<file path="config.mk">
export PLATFORM = sky130hd
export DESIGN_NAME = logic_bus_arb
export DESIGN_NICKNAME = d
export VERILOG_FILES = /design/src/rtl/logic_bus_arb.sv
export SDC_FILE = /design/constraint.sdc
export NUM_CORES = 1
export LEC_CHECK = 0
export CORE_MARGIN = 2
export CORE_UTILIZATION = 40
export DETAILED_ROUTE_END_ITERATION = 6
export PLACE_DENSITY = 0.78
export SLEW_MARGIN = 20
export SYNTH_ARGS = -nofsm -noshare
export SYNTH_HDL_FRONTEND = slang
export SYNTH_SLANG_ARGS = --single-unit
</file>
<file path="constraint.sdc">
create_clock -name clk -period 3.1 [get_ports clk]
set_clock_uncertainty 0.05 [all_clocks]
set_input_delay 0.62 -clock clk [delete_from_list [all_inputs] [get_ports clk]]
set_output_delay 0.62 -clock clk [all_outputs]
set_load 0.01 [all_outputs]
</file>
<file path="src/rtl/logic_bus_arb.sv">
// -----------------------------------------------------------------------------
// logic_bus_arb
// Two-port round-robin arbiter for the 12-bit address / 16-bit data register
// bus. Port 0 (UART command processor) and port 1 (second on-chip master)
// each see an ordinary single-master req/ack bus; the arbiter forwards one
// transaction at a time to the shared register file.
//
// Transaction flow: IDLE -> ISSUE -> ACK -> HOLD -> IDLE.
//   IDLE  : pick a winner, latch its address/data/op, raise busy and grant.
//   ISSUE : m_wr_req / m_rd_req held until m_ack, then read data captured.
//   ACK   : one-cycle sN_ack pulse with the captured data on sN_rd_data.
//   HOLD  : one dead cycle so the served master can drop its request.
//
// Ports
//   clk, rst            system clock, asynchronous active-high reset
//   sN_adr/sN_wr_data   master N address / write data (N = 0, 1)
//   sN_wr_req/sN_rd_req master N level requests (both high = write)
//   sN_rd_data/sN_ack   master N read data, valid with the 1-cycle ack
//   m_adr/m_wr_data     register bus address / write data
//   m_wr_req/m_rd_req   register bus requests
//   m_rd_data/m_ack     register bus read data / completion pulse
//   grant               index of the port owning the bus (valid while busy)
//   busy                transaction in flight
//   timeout_err         1-cycle pulse with the ack of an aborted transaction
//
// Optional feature: define LOGIC_BUS_ARB_TIMEOUT_EN to abort a transaction
// after P_TIMEOUT_CNT_MAX ISSUE cycles without m_ack. The master then gets an
// ack with read data 16'hDEAD and timeout_err pulses. Without the macro ISSUE
// waits indefinitely and timeout_err is tied low.
// -----------------------------------------------------------------------------
module logic_bus_arb #(
  parameter int P_ADR_W           = 12,
  parameter int P_DATA_W          = 16,
  parameter int P_TIMEOUT_CNT_MAX = 1023
) (
  input  logic                clk,
  input  logic                rst,
  input  logic [P_ADR_W-1:0]  s0_adr,
  input  logic [P_DATA_W-1:0] s0_wr_data,
  input  logic                s0_wr_req,
  input  logic                s0_rd_req,
  output logic [P_DATA_W-1:0] s0_rd_data,
  output logic                s0_ack,
  input  logic [P_ADR_W-1:0]  s1_adr,
  input  logic [P_DATA_W-1:0] s1_wr_data,
  input  logic                s1_wr_req,
  input  logic                s1_rd_req,
  output logic [P_DATA_W-1:0] s1_rd_data,
  output logic                s1_ack,
  output logic [P_ADR_W-1:0]  m_adr,
  output logic [P_DATA_W-1:0] m_wr_data,
  output logic                m_wr_req,
  output logic                m_rd_req,
  input  logic [P_DATA_W-1:0] m_rd_data,
  input  logic                m_ack,
  output logic                grant,
  output logic                busy,
  output logic                timeout_err
);

  // Elaboration-time parameter sanity check.
  if (P_TIMEOUT_CNT_MAX < 1) begin : g_bad_timeout
    $error("logic_bus_arb: P_TIMEOUT_CNT_MAX must be at least 1");
  end

  typedef enum logic [1:0] {
    ST_IDLE  = 2'd0,
    ST_ISSUE = 2'd1,
    ST_ACK   = 2'd2,
    ST_HOLD  = 2'd3
  } state_t;

  state_t                state_q, state_d;
  logic                  last_q, last_d;     // port granted most recently
  logic                  grant_q, grant_d;
  logic                  busy_q, busy_d;
  logic [P_ADR_W-1:0]    adr_q, adr_d;
  logic [P_DATA_W-1:0]   wdata_q, wdata_d;
  logic                  mwr_q, mwr_d;
  logic                  mrd_q, mrd_d;
  logic [P_DATA_W-1:0]   rd0_q, rd0_d;
  logic [P_DATA_W-1:0]   rd1_q, rd1_d;
  logic                  ack0_q, ack0_d;
  logic                  ack1_q, ack1_d;

  logic                  req0_s, req1_s, win_s, we_s;

`ifdef LOGIC_BUS_ARB_TIMEOUT_EN
  localparam int             CNT_W  = $clog2(P_TIMEOUT_CNT_MAX + 1);
  localparam logic [15:0]    L_DEAD = 16'hDEAD;
  logic [CNT_W-1:0]          cnt_q, cnt_d;
  logic                      tmo_q, tmo_d;
  logic                      expire_s;
  // cnt_q counts completed ISSUE cycles; the last allowed cycle sees MAX-1.
  assign expire_s = (cnt_q == CNT_W'(P_TIMEOUT_CNT_MAX - 1));
`endif

  assign req0_s = s0_wr_req | s0_rd_req;
  assign req1_s = s1_wr_req | s1_rd_req;
  // A lone requester wins; with both requesting, the port not served last wins.
  assign win_s  = (req0_s & req1_s) ? ~last_q : req1_s;
  // wr_req and rd_req together count as a write.
  assign we_s   = win_s ? s1_wr_req : s0_wr_req;

  // Next-state and registered-output logic of the arbitration FSM.
  always_comb begin
    state_d = state_q;
    last_d  = last_q;
    grant_d = grant_q;
    busy_d  = busy_q;
    adr_d   = adr_q;
    wdata_d = wdata_q;
    mwr_d   = mwr_q;
    mrd_d   = mrd_q;
    rd0_d   = rd0_q;
    rd1_d   = rd1_q;
    ack0_d  = 1'b0;
    ack1_d  = 1'b0;
`ifdef LOGIC_BUS_ARB_TIMEOUT_EN
    cnt_d   = cnt_q;
    tmo_d   = 1'b0;
`endif
    case (state_q)
      ST_IDLE: begin
        if (req0_s | req1_s) begin
          state_d = ST_ISSUE;
          last_d  = win_s;
          grant_d = win_s;
          busy_d  = 1'b1;
          adr_d   = win_s ? s1_adr : s0_adr;
          wdata_d = win_s ? s1_wr_data : s0_wr_data;
          mwr_d   = we_s;
          mrd_d   = ~we_s;
`ifdef LOGIC_BUS_ARB_TIMEOUT_EN
          cnt_d   = '0;
`endif
        end else begin
          state_d = ST_IDLE;
        end
      end
      ST_ISSUE: begin
        // m_ack wins over a simultaneous expiry.
        if (m_ack) begin
          state_d = ST_ACK;
          mwr_d   = 1'b0;
          mrd_d   = 1'b0;
          if (grant_q) begin
            rd1_d  = m_rd_data;
            ack1_d = 1'b1;
          end else begin
            rd0_d  = m_rd_data;
            ack0_d = 1'b1;
          end
        end
`ifdef LOGIC_BUS_ARB_TIMEOUT_EN
        else if (expire_s) begin
          state_d = ST_ACK;
          mwr_d   = 1'b0;
          mrd_d   = 1'b0;
          tmo_d   = 1'b1;
          if (grant_q) begin
            rd1_d  = P_DATA_W'(L_DEAD);
            ack1_d = 1'b1;
          end else begin
            rd0_d  = P_DATA_W'(L_DEAD);
            ack0_d = 1'b1;
          end
        end else begin
          cnt_d = cnt_q + CNT_W'(1);
        end
`else
        else begin
          state_d = ST_ISSUE;
        end
`endif
      end
      ST_ACK: begin
        state_d = ST_HOLD;
      end
      ST_HOLD: begin
        state_d = ST_IDLE;
        busy_d  = 1'b0;
      end
      default: begin
        state_d = ST_IDLE;
        busy_d  = 1'b0;
        mwr_d   = 1'b0;
        mrd_d   = 1'b0;
      end
    endcase
  end

  // State and output registers; reset returns the pointer to favour port 0.
  always_ff @(posedge clk or posedge rst) begin
    if (rst) begin
      state_q <= ST_IDLE;
      last_q  <= 1'b1;
      grant_q <= 1'b0;
      busy_q  <= 1'b0;
      adr_q   <= '0;
      wdata_q <= '0;
      mwr_q   <= 1'b0;
      mrd_q   <= 1'b0;
      rd0_q   <= '0;
      rd1_q   <= '0;
      ack0_q  <= 1'b0;
      ack1_q  <= 1'b0;
`ifdef LOGIC_BUS_ARB_TIMEOUT_EN
      cnt_q   <= '0;
      tmo_q   <= 1'b0;
`endif
    end else begin
      state_q <= state_d;
      last_q  <= last_d;
      grant_q <= grant_d;
      busy_q  <= busy_d;
      adr_q   <= adr_d;
      wdata_q <= wdata_d;
      mwr_q   <= mwr_d;
      mrd_q   <= mrd_d;
      rd0_q   <= rd0_d;
      rd1_q   <= rd1_d;
      ack0_q  <= ack0_d;
      ack1_q  <= ack1_d;
`ifdef LOGIC_BUS_ARB_TIMEOUT_EN
      cnt_q   <= cnt_d;
      tmo_q   <= tmo_d;
`endif
    end
  end

  assign m_adr      = adr_q;
  assign m_wr_data  = wdata_q;
  assign m_wr_req   = mwr_q;
  assign m_rd_req   = mrd_q;
  assign s0_rd_data = rd0_q;
  assign s1_rd_data = rd1_q;
  assign s0_ack     = ack0_q;
  assign s1_ack     = ack1_q;
  assign grant      = grant_q;
  assign busy       = busy_q;
`ifdef LOGIC_BUS_ARB_TIMEOUT_EN
  assign timeout_err = tmo_q;
`else
  assign timeout_err = 1'b0;
`endif

endmodule

</file>
### Word-level counts from Yosys, hierarchy flattened

Index checks and enable logic that the tools add are counted.

| word-level totals | value |
|---|---|
| flip-flop bits (word level) | 69 |
| output and inout port bits | 67 |
| ROM bits | 0 |
| RAM bits | 0 |
| memories kept | 0 |
| input port bits | 79 |
| bits in latches | 0 |

| operators by class | value |
|---|---|
| multiplexer cells | 20 |
| eq/ne operators | 5 |
| bitwise gates (word level) | 7 |
| add/sub/neg operators | 0 |
| shift-type cells | 0 |
| div/mod/pow operators | 0 |
| $lt $le $gt $ge | 0 |
| reductions and logical operators | 8 |
| multipliers | 0 |

Operators by type and width:

| cell | count |
|---|---|
| $mux 16 | 1 |
| $mux 1 | 13 |
| $mux 12 | 1 |
| $reduce_and 3->1 | 3 |
| $pmux 2 s4 | 1 |
| $pmux 1 s2 | 3 |
| $eq 2x2->1 const B | 2 |
| $ne 2x2->1 const B | 2 |
| $reduce_and 2->1 | 2 |
| $reduce_bool 2->1 | 2 |
| $not 1->1 | 3 |
| $or 1x1->1 | 3 |
| $eq 2x1->1 const B | 1 |
| $logic_not 2->1 | 1 |
| $mux 2 | 1 |
| $and 1x1->1 | 1 |

### Longest topological paths before layout

Gate-level depths: netlist of run 1.

| depth | value |
|---|---|
| depth in word-level cells | 7 |
| mapped depth | 5 |
| mapped depth without buffers | 3 |

### Worst setup path after synthesis of run 1

Ideal clock, no wire load.

| timing | value |
|---|---|
| kind | input-to-reg |
| start | in s1_rd_req |
| end | reg adr_q[10] (netlist: m_adr[10]) |
| arrival | 1,590 ps |
| cell stages on the path | 5 |
| slack | 1,319 ps |
| cell sequence | or4_4 -> buf_6 -> buf_6 -> a21oi_2 -> a31oi_1 |

| between the ends | value |
|---|---|
| cells in the longest elaborated chain, start to end | 4 |

Ends and longest elaborated chain:

| item | RTL line | text |
|---|---|---|
| from (decl) | 47 | `input logic s1_rd_req,` |
| $or 1x1->1 * | 99 | `assign req1_s = s1_wr_req \| s1_rd_req;` |
| $and 1x1->1 | 101 | `assign win_s = (req0_s & req1_s) ? ~last_q : req1_s;` |
| $mux 1 | 101 |  |
| $mux 12 | 130 | `adr_d = win_s ? s1_adr : s0_adr;` |
| to (signal assigned) | 217 | `adr_q <= adr_d;` |
| to (decl) | 77 | `logic [P_ADR_W-1:0] adr_q, adr_d;` |

Every way passes the cells marked *; elsewhere a longest branch is shown, timed or not.
A chain may end at the register's enable or synchronous reset.

### Worst setup path in the final report of run 1

| timing | value |
|---|---|
| start | in s0_wr_req |
| end | reg grant_q (netlist: grant) |

| between the ends | value |
|---|---|
| cells in the longest elaborated chain, start to end | 3 |

Ends and longest elaborated chain:

| item | RTL line | text |
|---|---|---|
| from (decl) | 40 | `input logic s0_wr_req,` |
| $or 1x1->1 * | 98 | `assign req0_s = s0_wr_req \| s0_rd_req;` |
| $and 1x1->1 or $or 1x1->1 (tied branches) | 101, 125 |  |
| $mux 1 or $reduce_and 2->1 (tied branches) | - |  |
| to (signal assigned) | 215 | `grant_q <= grant_d;` |
| to (decl) | 75 | `logic grant_q, grant_d;` |

Marks and branches as above.

==> results of run 1 <==
==> area by class of cell <==
cell class	count	area (µm²)	share of cell area (%)
Clock buffer	11	151	3.11
Inverter	3	11.3	0.231
Tap cell	102	128	2.62
Multi-Input combinational cell	171	1280	26.3
Sequential cell	69	1730	35.5
Timing Repair Buffer	151	1520	31.2
Clock inverter	4	47.5	0.977
==> logic make-up after synthesis <==
family	share of synthesized area [%]
muxes	12.2
other	0.120
DFF	55.1
buffers and inverters	4.47
AOI/OAI and AO/OA	17.6
and+or+nand+nor	10.5
==> cells in the mapped netlist, types with 2 or more instances <==
master     n
nand3b_1  29
buf_6      3
a21oi_1   18
inv_1      3
a21oi_2   10
a31oi_1   28
buf_2      7
dfrtp_1   68
nor2_1     3
nand2_1    3
mux2_2    32
o21ai_0   29
o211ai_1   3
mux2_1     2
clkbuf_1  14
==> how the worst max path moves through the flow <==
stage                         start                         end  slack (ps)  cells past startpoint
after global placement    s0_wr_req                       grant         550                      4
after CTS                 s0_wr_req                       grant         860                      4
after floorplan                 rst  asynchronous set/reset pin         690                      1
final                     s0_wr_req                       grant         850                      4
after global routing      s0_wr_req                   m_adr[11]         680                      5
after detailed placement  s0_wr_req                    m_adr[8]         490                      5
==> cells in the final DEF, fill, tap and decap left out <==
cell type        Yosys  layout
inv_2                0       1
o211ai_1             3       3
o311ai_0             1       1
nand3_1              1       1
nand2_1              3       3
nand3b_4             1       1
nor3_4               0       1
nor2_1               3       1
nand4b_2             1       1
inv_1                3       2
or4_4                1       1
clkbuf_8             0      11
buf_4                1       5
a21oi_2             10      10
o21ai_2              0       1
a21boi_0             1       1
dfstp_2              1       1
o21ai_0             29      28
mux2_1               2       2
a21o_1               1       1
a31oi_1             28      28
clkinvlp_4           0       1
a21oi_1             18      18
clkdlybuf4s50_1      0     144
o21a_1               1       1
nor4_1               1       1
dfrtp_1             68      68
clkinv_2             0       2
buf_12               0       2
mux2_2              32      32
bufinv_16            0       1
nand2b_1             1       1
or3b_2               1       1
conb_1               1       1
nand3b_1            29      29
nor2_2               1       3
==> routing by layer <==
metal  GRT usage, %  vias to the layer above
met2           33.1                      120
met1           26.1                     1317
met4           9.33                        0
li1               -                     1262
met5              0                        -
met3           4.64                       15
==> flip-flops by register name, summed over array words and instances (netlist names), named ones only <==
name and flops:
s0_ack 1, state_q 1, busy 1, m_adr 12, grant 1, s1_rd_data 16
last_q 1, s0_rd_data 16, s1_ack 1, m_rd_req 1, m_wr_req 1, m_wr_data 16
==> where the power goes <==
part / switching (mW) / internal (mW) / leakage [nW] / total (mW)
clock network: 0.323 / 0.408 / 0.101 / 0.731
logic: 0.987 / 1.31 / 1.00 / 2.30
registers: 0.291 / 1.36 / 0.802 / 1.66
total: 1.60 / 3.09 / 1.91 / 4.69
==> per-stage QoR <==
step           area, µm²  util [%]  setup WS [ps]  total power, mW  hold WS [ps]
2_1_floorplan       3140         -            692             2.75           468
3_3_place_gp        4670      61.0            550             3.92           415
3_5_place_dp        4670      61.0            493             4.00           417
4_1_cts             4870      63.6            859             4.74           433
5_1_grt             4870      63.6            680             4.99           461
6_report            4870      63.6            849             4.69           430
==> worst register-to-register path: stages, from the launching register on <==
cell     delay, ps
dfrtp_1        510
nor2_2         570
buf_4          390
a21oi_1        120
a31oi_1        170
==> run_results.csv, run 1 <==
group,metric,value,unit
finish,antenna_cells,0,
critical_path,crit_required,3270,ps
critical_path,reg2reg_to,"m_wr_data[9]",
route,wirelength_met1,3670,µm
critical_path,crit_type,"input pin to register",
worst_hold_path,min-delay-start,"busy",
cts,cts_hold_buf,0,
placed_design,gp_congestion,0.753,
sta,finalCritPeriodShare,72.6,%
synth,synth_cell_types,31,
global_routing,antenna_found_initial,0,
synth,synth_area_per_cell,11.7,µm²
critical_path,crit_arrival,2420,ps
route,drc,0,
cts,cts-resized-gates,0,
critical_path,path_max_fanout,24,
sta,rsz0062_at_grt,"no",
sta,finalMaxSlewViolations,0,
critical_path,r2r.worst_path.cells,4,
flow_run,cap_violations,0,
synth,synth.cell_area,3140,µm²
placed_design,port-buffer-count,144,
synth,synth_seq_cells,69,
route,vias_per_cell,5.31,
route,routed.top_layer,"met4",
finish,final_cell_count_no_fill,511,
critical_path,worstPathCellList,"clkdlybuf4s50_1 > nor4_1 > nor3_4 > mux2_2",
placed_design,dp_cells,496,
synth,yosys_warnings,0,
route,route.met3.wl,646,µm
cts,cts_root_buffer,"clkbuf_8",
outcome,status,"complete, no violations",
power,power_leakage,1.91,nW
synth,synth_top_area_cell,"dfrtp_1",
critical_path,r2r-start,"state_q[0]",
finish,n_fill_cell,603,
cts,postCtsSetupRepairBufs,0,
power,vdd_ir_drop_max,452,µV
sta,fmax,444,MHz
sta,setup_viol,0,
sta,period_minus_slack,2250,ps
global_routing,grt_overflow_total,0,
sta,worst_pin_slew,886,ps
worst_hold_path,holdPathEnd,"busy",
critical_path,cp_slowest_stage_delay,690,ps
die,coreArea,7650,µm²
synth,synth-edff-count,0,
critical_path,crit_family,"simple AND/OR/NAND/NOR gates",
finish,nets,484,
global_routing,track_usage,20.4,%
sta,max_slew_margin,40.7,%
synth,synth-seq-area-share,55.1,%
die,die_w,92.5,µm
worst_hold_path,hold_depth,1,
synth,synth_top_area_share,54.3,%
die,die_h,92.5,µm
placed_design,hpwlAfterDp,6100,µm
die,initial_core_util,41.0,%
route,drtPass1Iterations,5,
synth,synth_nets,347,
route,num_vias,2714,
cts,path_clk_slew,70,ps
critical_path,cp_slowest_cell,"nor3_4",
power,powerDensity,963,nW/µm²
cts,htreeDepth,3,
cts,clock-sinks,69,
finish,syn2layout_area_growth,55.2,%
critical_path,worst_setup_path_end_kind,"register",
synth,syn_inst,268,
cts,clockBufferDepth,2,
route,wl_per_cell,16.6,µm
critical_path,r2r_setup_slack,1220,ps
die,dieArea,8560,µm²
route,antenna_left,0,
cts,cts_tree,"yes",
die,core.rowCount,32,
sta,setup_tns,0,ps
sta,hold_viol,0,
global_routing,grt_pass1_vias,2749,
critical_path,start_kind,"input pin",
global_routing,grt_pass1_wl,13700,µm
finish,drive_gt1_share,18.3,%
route,finalWirelength,8500,µm
cts,cts_made_buffers,9,
synth,synth.area.top_cells,"dfrtp_1 (54%), mux2_2 (11%), nand3b_1 (6.9%), a31oi_1 (5.6%), o21ai_0 (4.6%)",
worst_hold_path,worstHoldPathType,"register to register",
cts,clk_latency,330,ps
critical_path,path_buf_inv,1,
global_routing,grt_max_degree,70,
synth,synthFlopType,"dfrtp_1",
synth,async_reset_ff_share,100,%
route,dr_wl_met2,4000,µm
route,drt_iter0_markers,86,
die,pin_count,146,
(Power assumes the default switching activity.)
==> run 2, diff against run 1 <==
Clock period 3.1 ns to 2.23 ns, I/O delays scaled along.
==> run 2 against run 1 <==
Compared with the run above:
- utilization is 1.3 points higher
- sequential share of layout area shrank 0.72 points
- register-to-register slack worse by 810 ps
- final cell count increased by 1.6%
- cell area grew 2.1%
- via count decreased by 0.44%
- critical path depth stayed put
- hold slack improved by 7.6 ps
- wire length down 1.1%
==> run_results.csv, run 2 (synthesis results as in run 1) <==
group,metric,value,unit
finish,n_fill_cell,573,
power,power_leakage,1.96,nW
global_routing,met2_usage,34.9,%
global_routing,grt_pass1_wl,13600,µm
cts,clk_latency,340,ps
die,die_w,92.5,µm
placed_design,port-buffer-count,144,
route,wl_per_cell,16.2,µm
placed_design,hpwlAfterDp,6080,µm
cts,cts-resized-gates,0,
critical_path,crit_required,2390,ps
cts,cts_tree,"yes",
global_routing,grt_max_degree,70,
global_routing,grt_most_used_layer,"met2",
critical_path,crit_type,"input pin to register",
power,vdd_ir_drop_max,462,µV
route,antenna_left,0,
critical_path,r2r_setup_slack,410,ps
die,die_h,92.5,µm
route,drc,0,
critical_path,cp_slowest_stage_delay,770,ps
critical_path,worst_setup_path_end_kind,"register",
route,finalWirelength,8410,µm
worst_hold_path,min-delay-start,"busy",
power,powerDensity,1370,nW/µm²
global_routing,grt_pass1_vias,2804,
critical_path,path_max_fanout,29,
critical_path,crit_arrival,2040,ps
critical_path,crit_start,"s1_wr_req",
cts,postCtsSetupRepairBufs,0,
global_routing,grtUsageMet3,5.86,%
finish,drive_gt1_share,19.9,%
die,initial_core_util,41.0,%
placed_design,dpl-instance-area,4720,µm²
sta,finalCritPeriodShare,84.1,%
cts,cts_root_buffer,"clkbuf_8",
finish,final_core_util,65.0,%
critical_path,cp_slowest_cell,"or4_4",
route,drt_iter0_markers,123,
global_routing,antenna_found_initial,0,
die,pin_count,146,
outcome,status,"complete, no violations",
sta,max_slew_margin,59.9,%
sta,hold_viol,0,
cts,cts_made_buffers,9,
global_routing,track_usage,20.2,%
cts,clock-sinks,69,
sta,period_minus_slack,1880,ps
finish,antenna_cells,0,
flow_run,cap_violations,0,
critical_path,r2r-start,"state_q[0]",
sta,finalMaxSlewViolations,0,
finish,final_cell_mix,"clkdlybuf4s50_1 (144), dfrtp_1 (68), mux2_2 (32)",
cts,clockBufferDepth,2,
sta,hold_slack,437,ps
die,coreArea,7650,µm²
sta,worst_pin_slew,599,ps
sta,setup_viol,0,
sta,rsz0062_at_grt,"no",
critical_path,start_kind,"input pin",
finish,final_common_cell,"clkdlybuf4s50_1",
power,p_total,6.80,mW
route,vias_per_cell,5.21,
cts,htreeDepth,3,
worst_hold_path,worstHoldPathType,"register to register",
cts,cts_hold_buf,0,
die,core.rowCount,32,
route,num_vias,2702,
global_routing,grt_overflow_total,0,
critical_path,worstPathCellList,"clkdlybuf4s50_1 > or4_4 > a21oi_1 > a31oi_1",
cts,path_clk_slew,80,ps
route,drtPass1Iterations,4,
die,dieArea,8560,µm²
finish,finish.instance_area,4970,µm²
finish,syn2layout_area_growth,58.5,%
finish,nets,491,
global_routing,met1_usage,24.4,%
placed_design,gp_congestion,0.747,
sta,setup_tns,0,ps
sta,fmax,533,MHz
-- run 2: changes by cell type in the layout (fill, tap and decap cells not counted), sizes merged --
cell      delta
buf          +7
bufinv       +2
clkbuf       -2
clkinv       -1
clkinvlp     +1
inv          +1
-- run 2: report_power, final --
| group | switching (mW) | internal [mW] |
|---|---|---|
| sequential | 0.406 | 1.89 |
| clock | 0.487 | 0.748 |
| combinational | 1.38 | 1.89 |
| total | 2.27 | 4.53 |
-- run 2: per-stage QoR --
step / setup slack, ps / cells
floorplan: 623 / 268
global placement: 69.5 / 503
detailed placement: 4.80 / 503
CTS: 354 / 519
global route: 258 / 519
finish: 354 / 519
-- run 2: area by class of cell --
| type | count | area, µm² | area share [%] |
|---|---|---|---|
| Sequential cell | 69 | 1730 | 34.8 |
| Clock inverter | 7 | 120 | 2.42 |
| Clock buffer | 9 | 124 | 2.49 |
| Inverter | 3 | 15.0 | 0.302 |
| Timing Repair Buffer | 158 | 1570 | 31.6 |
| Multi-Input combinational cell | 171 | 1280 | 25.8 |
| Tap cell | 102 | 128 | 2.57 |
-- run 2: worst max-delay path, delay by kind of cell --
family	cells	cell delay [ps]
simple gates	1	770
buf+inv	1	500
compound gates	2	310
-- run 2: final timing paths --
path                                  end  depth (start not counted)
min reg2reg                          busy                          1
min                                  busy                          1
max reg2reg                s1_rd_data[15]                          2
min in group asynchronous  s0_rd_data[13]                          3
max in group asynchronous          last_q                          3
max                          m_wr_data[1]                          4
-- run 2: layer usage --
metal	vias to the layer above	share of wire [%]	routed length, µm
met2	127	49	4110
met4	0	1.4	118
met1	1287	40	3380
met3	11	9.5	800
met5	-	0	0
li1	1277	-	-
==> run 3, diff against run 2 <==
Clock period 2.23 ns to 1.85 ns, I/O delays scaled along.
==> run 3 against run 2 <==
Compared with the run above:
- hold slack got worse by 120 ps
- sequential share of layout area fell by 0.64 points
- combinational power rose by 24%
==> run_results.csv, run 3 (synthesis results as in run 1) <==
group,metric,value,unit
critical_path,path_max_fanout,4,
sta,finalMaxSlewViolations,0,
global_routing,grt_pass1_wl,13800,µm
global_routing,grt_overflow_total,0,
power,power_leakage,2.00,nW
finish,final_common_cell,"clkdlybuf4s50_1",
global_routing,grt_max_degree,35,
critical_path,r2r-start,"state_q[0]",
sta,fmax,575,MHz
power,p_total,8.07,mW
critical_path,path_buf_inv,1,
die,die_w,92.5,µm
finish,antenna_cells,0,
cts,clockBufferDepth,2,
die,die_h,92.5,µm
cts,postCtsSetupRepairBufs,0,
critical_path,start_kind,"register",
global_routing,grt_pass1_vias,2861,
cts,clock-sinks,69,
power,powerDensity,1590,nW/µm²
cts,cts_hold_buf,0,
finish,final_core_util,66.2,%
flow_run,cap_violations,0,
route,num_vias,2747,
critical_path,crit_arrival,1320,ps
route,antenna_left,0,
die,dieArea,8560,µm²
sta,setup_viol,0,
critical_path,worstPathCellList,"clkdlybuf4s50_1",
critical_path,crit_type,"register to output pin",
route,drtPass1Iterations,6,
route,drc,0,
cts,cts_root_buffer,"clkbuf_8",
die,pin_count,146,
cts,cts_made_buffers,9,
route,drt_iter0_markers,66,
finish,n_fill_cell,606,
global_routing,antenna_found_initial,0,
critical_path,cp_slowest_cell,"clkdlybuf4s50_1",
power,vdd_ir_drop_max,610,µV
global_routing,track_usage,20.8,%
cts,path_clk_slew,70,ps
die,core.rowCount,32,
sta,rsz0062_at_grt,"no",
outcome,status,"complete, no violations",
placed_design,hpwlAfterDp,6310,µm
placed_design,gp_congestion,0.792,
sta,hold_slack,322,ps
critical_path,worst_setup_path_end_kind,"output pin",
cts,htreeDepth,3,
sta,hold_viol,0,
finish,final_cell_mix,"clkdlybuf4s50_1 (144), dfrtp_1 (68), mux2_2 (32)",
sta,period_minus_slack,1740,ps
route,wl_per_cell,16.0,µm
worst_hold_path,worstHoldPathType,"input pin to asynchronous set/reset pin",
cts,cts_tree,"yes",
critical_path,crit_required,1430,ps
critical_path,cp_slowest_stage_delay,570,ps
cts,clk_latency,340,ps
finish,drive_gt1_share,21.5,%
cts,cts-resized-gates,0,
critical_path,r2r_setup_slack,350,ps
die,initial_core_util,41.0,%
placed_design,port-buffer-count,144,
critical_path,crit_family,"buffers and inverters",
route,finalWirelength,8470,µm
finish,final_cell_count_no_fill,529,
placed_design,dp_cells,513,
sta,setup_tns,0,ps
finish,syn2layout_area_growth,61.5,%
die,coreArea,7650,µm²
critical_path,r2r.worst_path.cells,4,
critical_path,reg2reg_to,"s0_rd_data[8]",
finish,nets,501,
sta,finalCritPeriodShare,94.0,%
route,vias_per_cell,5.19,
-- run 3: cell types whose count changed in the layout (fill, tap and decap cells not counted) --
cell        delta
buf_4          +5
bufinv_16      -2
inv_6          -1
buf_12         +5
clkinvlp_4     +1
clkbuf_1       +1
clkbuf_8       +1
-- run 3: final cells by class --
cell class | count | area, µm² | area share (%)
timing repair buffer | 168 | 1710 | 33.8
inverter | 3 | 15.0 | 0.297
clock inverter | 5 | 58.8 | 1.16
multi-input combinational | 171 | 1280 | 25.3
sequential | 69 | 1730 | 34.1
tap | 102 | 128 | 2.52
clock buffer | 11 | 141 | 2.79
-- run 3: layer usage --
metal	routed length [µm]	track usage, %	up-vias
met2	4160	35.3	120
met3	680	5.04	14
li1	-	-	1301
met5	0	0	-
met1	3490	25.2	1312
met4	134	9.08	0
-- run 3: where the power goes --
group	internal, mW	switching (mW)
Sequential	2.28	0.485
Combinational	2.39	1.68
Clock	0.662	0.569
Total	5.33	2.73
-- run 3: worst max path at each step --
stage | from | end | slack, ps | depth (start not counted)
after floorplan | register | s0_rd_data[0] | 300 | 4
after global placement | s1_wr_req | m_wr_data[9] | -190 | 7
after detailed placement | s1_wr_req | m_adr[10] | -180 | 7
after CTS | grant | grant | 80 | 1
after global routing | s1_wr_req | m_adr[5] | 40 | 6
final | grant | grant | 110 | 1
-- run 3: metrics by stage --
step | instance area [µm²] | worst slack, ps
global route | 5060 | 37.4
global placement | 4860 | -193
CTS | 5060 | 78.6
floorplan | 3140 | 300
detailed placement | 4860 | -182
finish | 5060 | 110
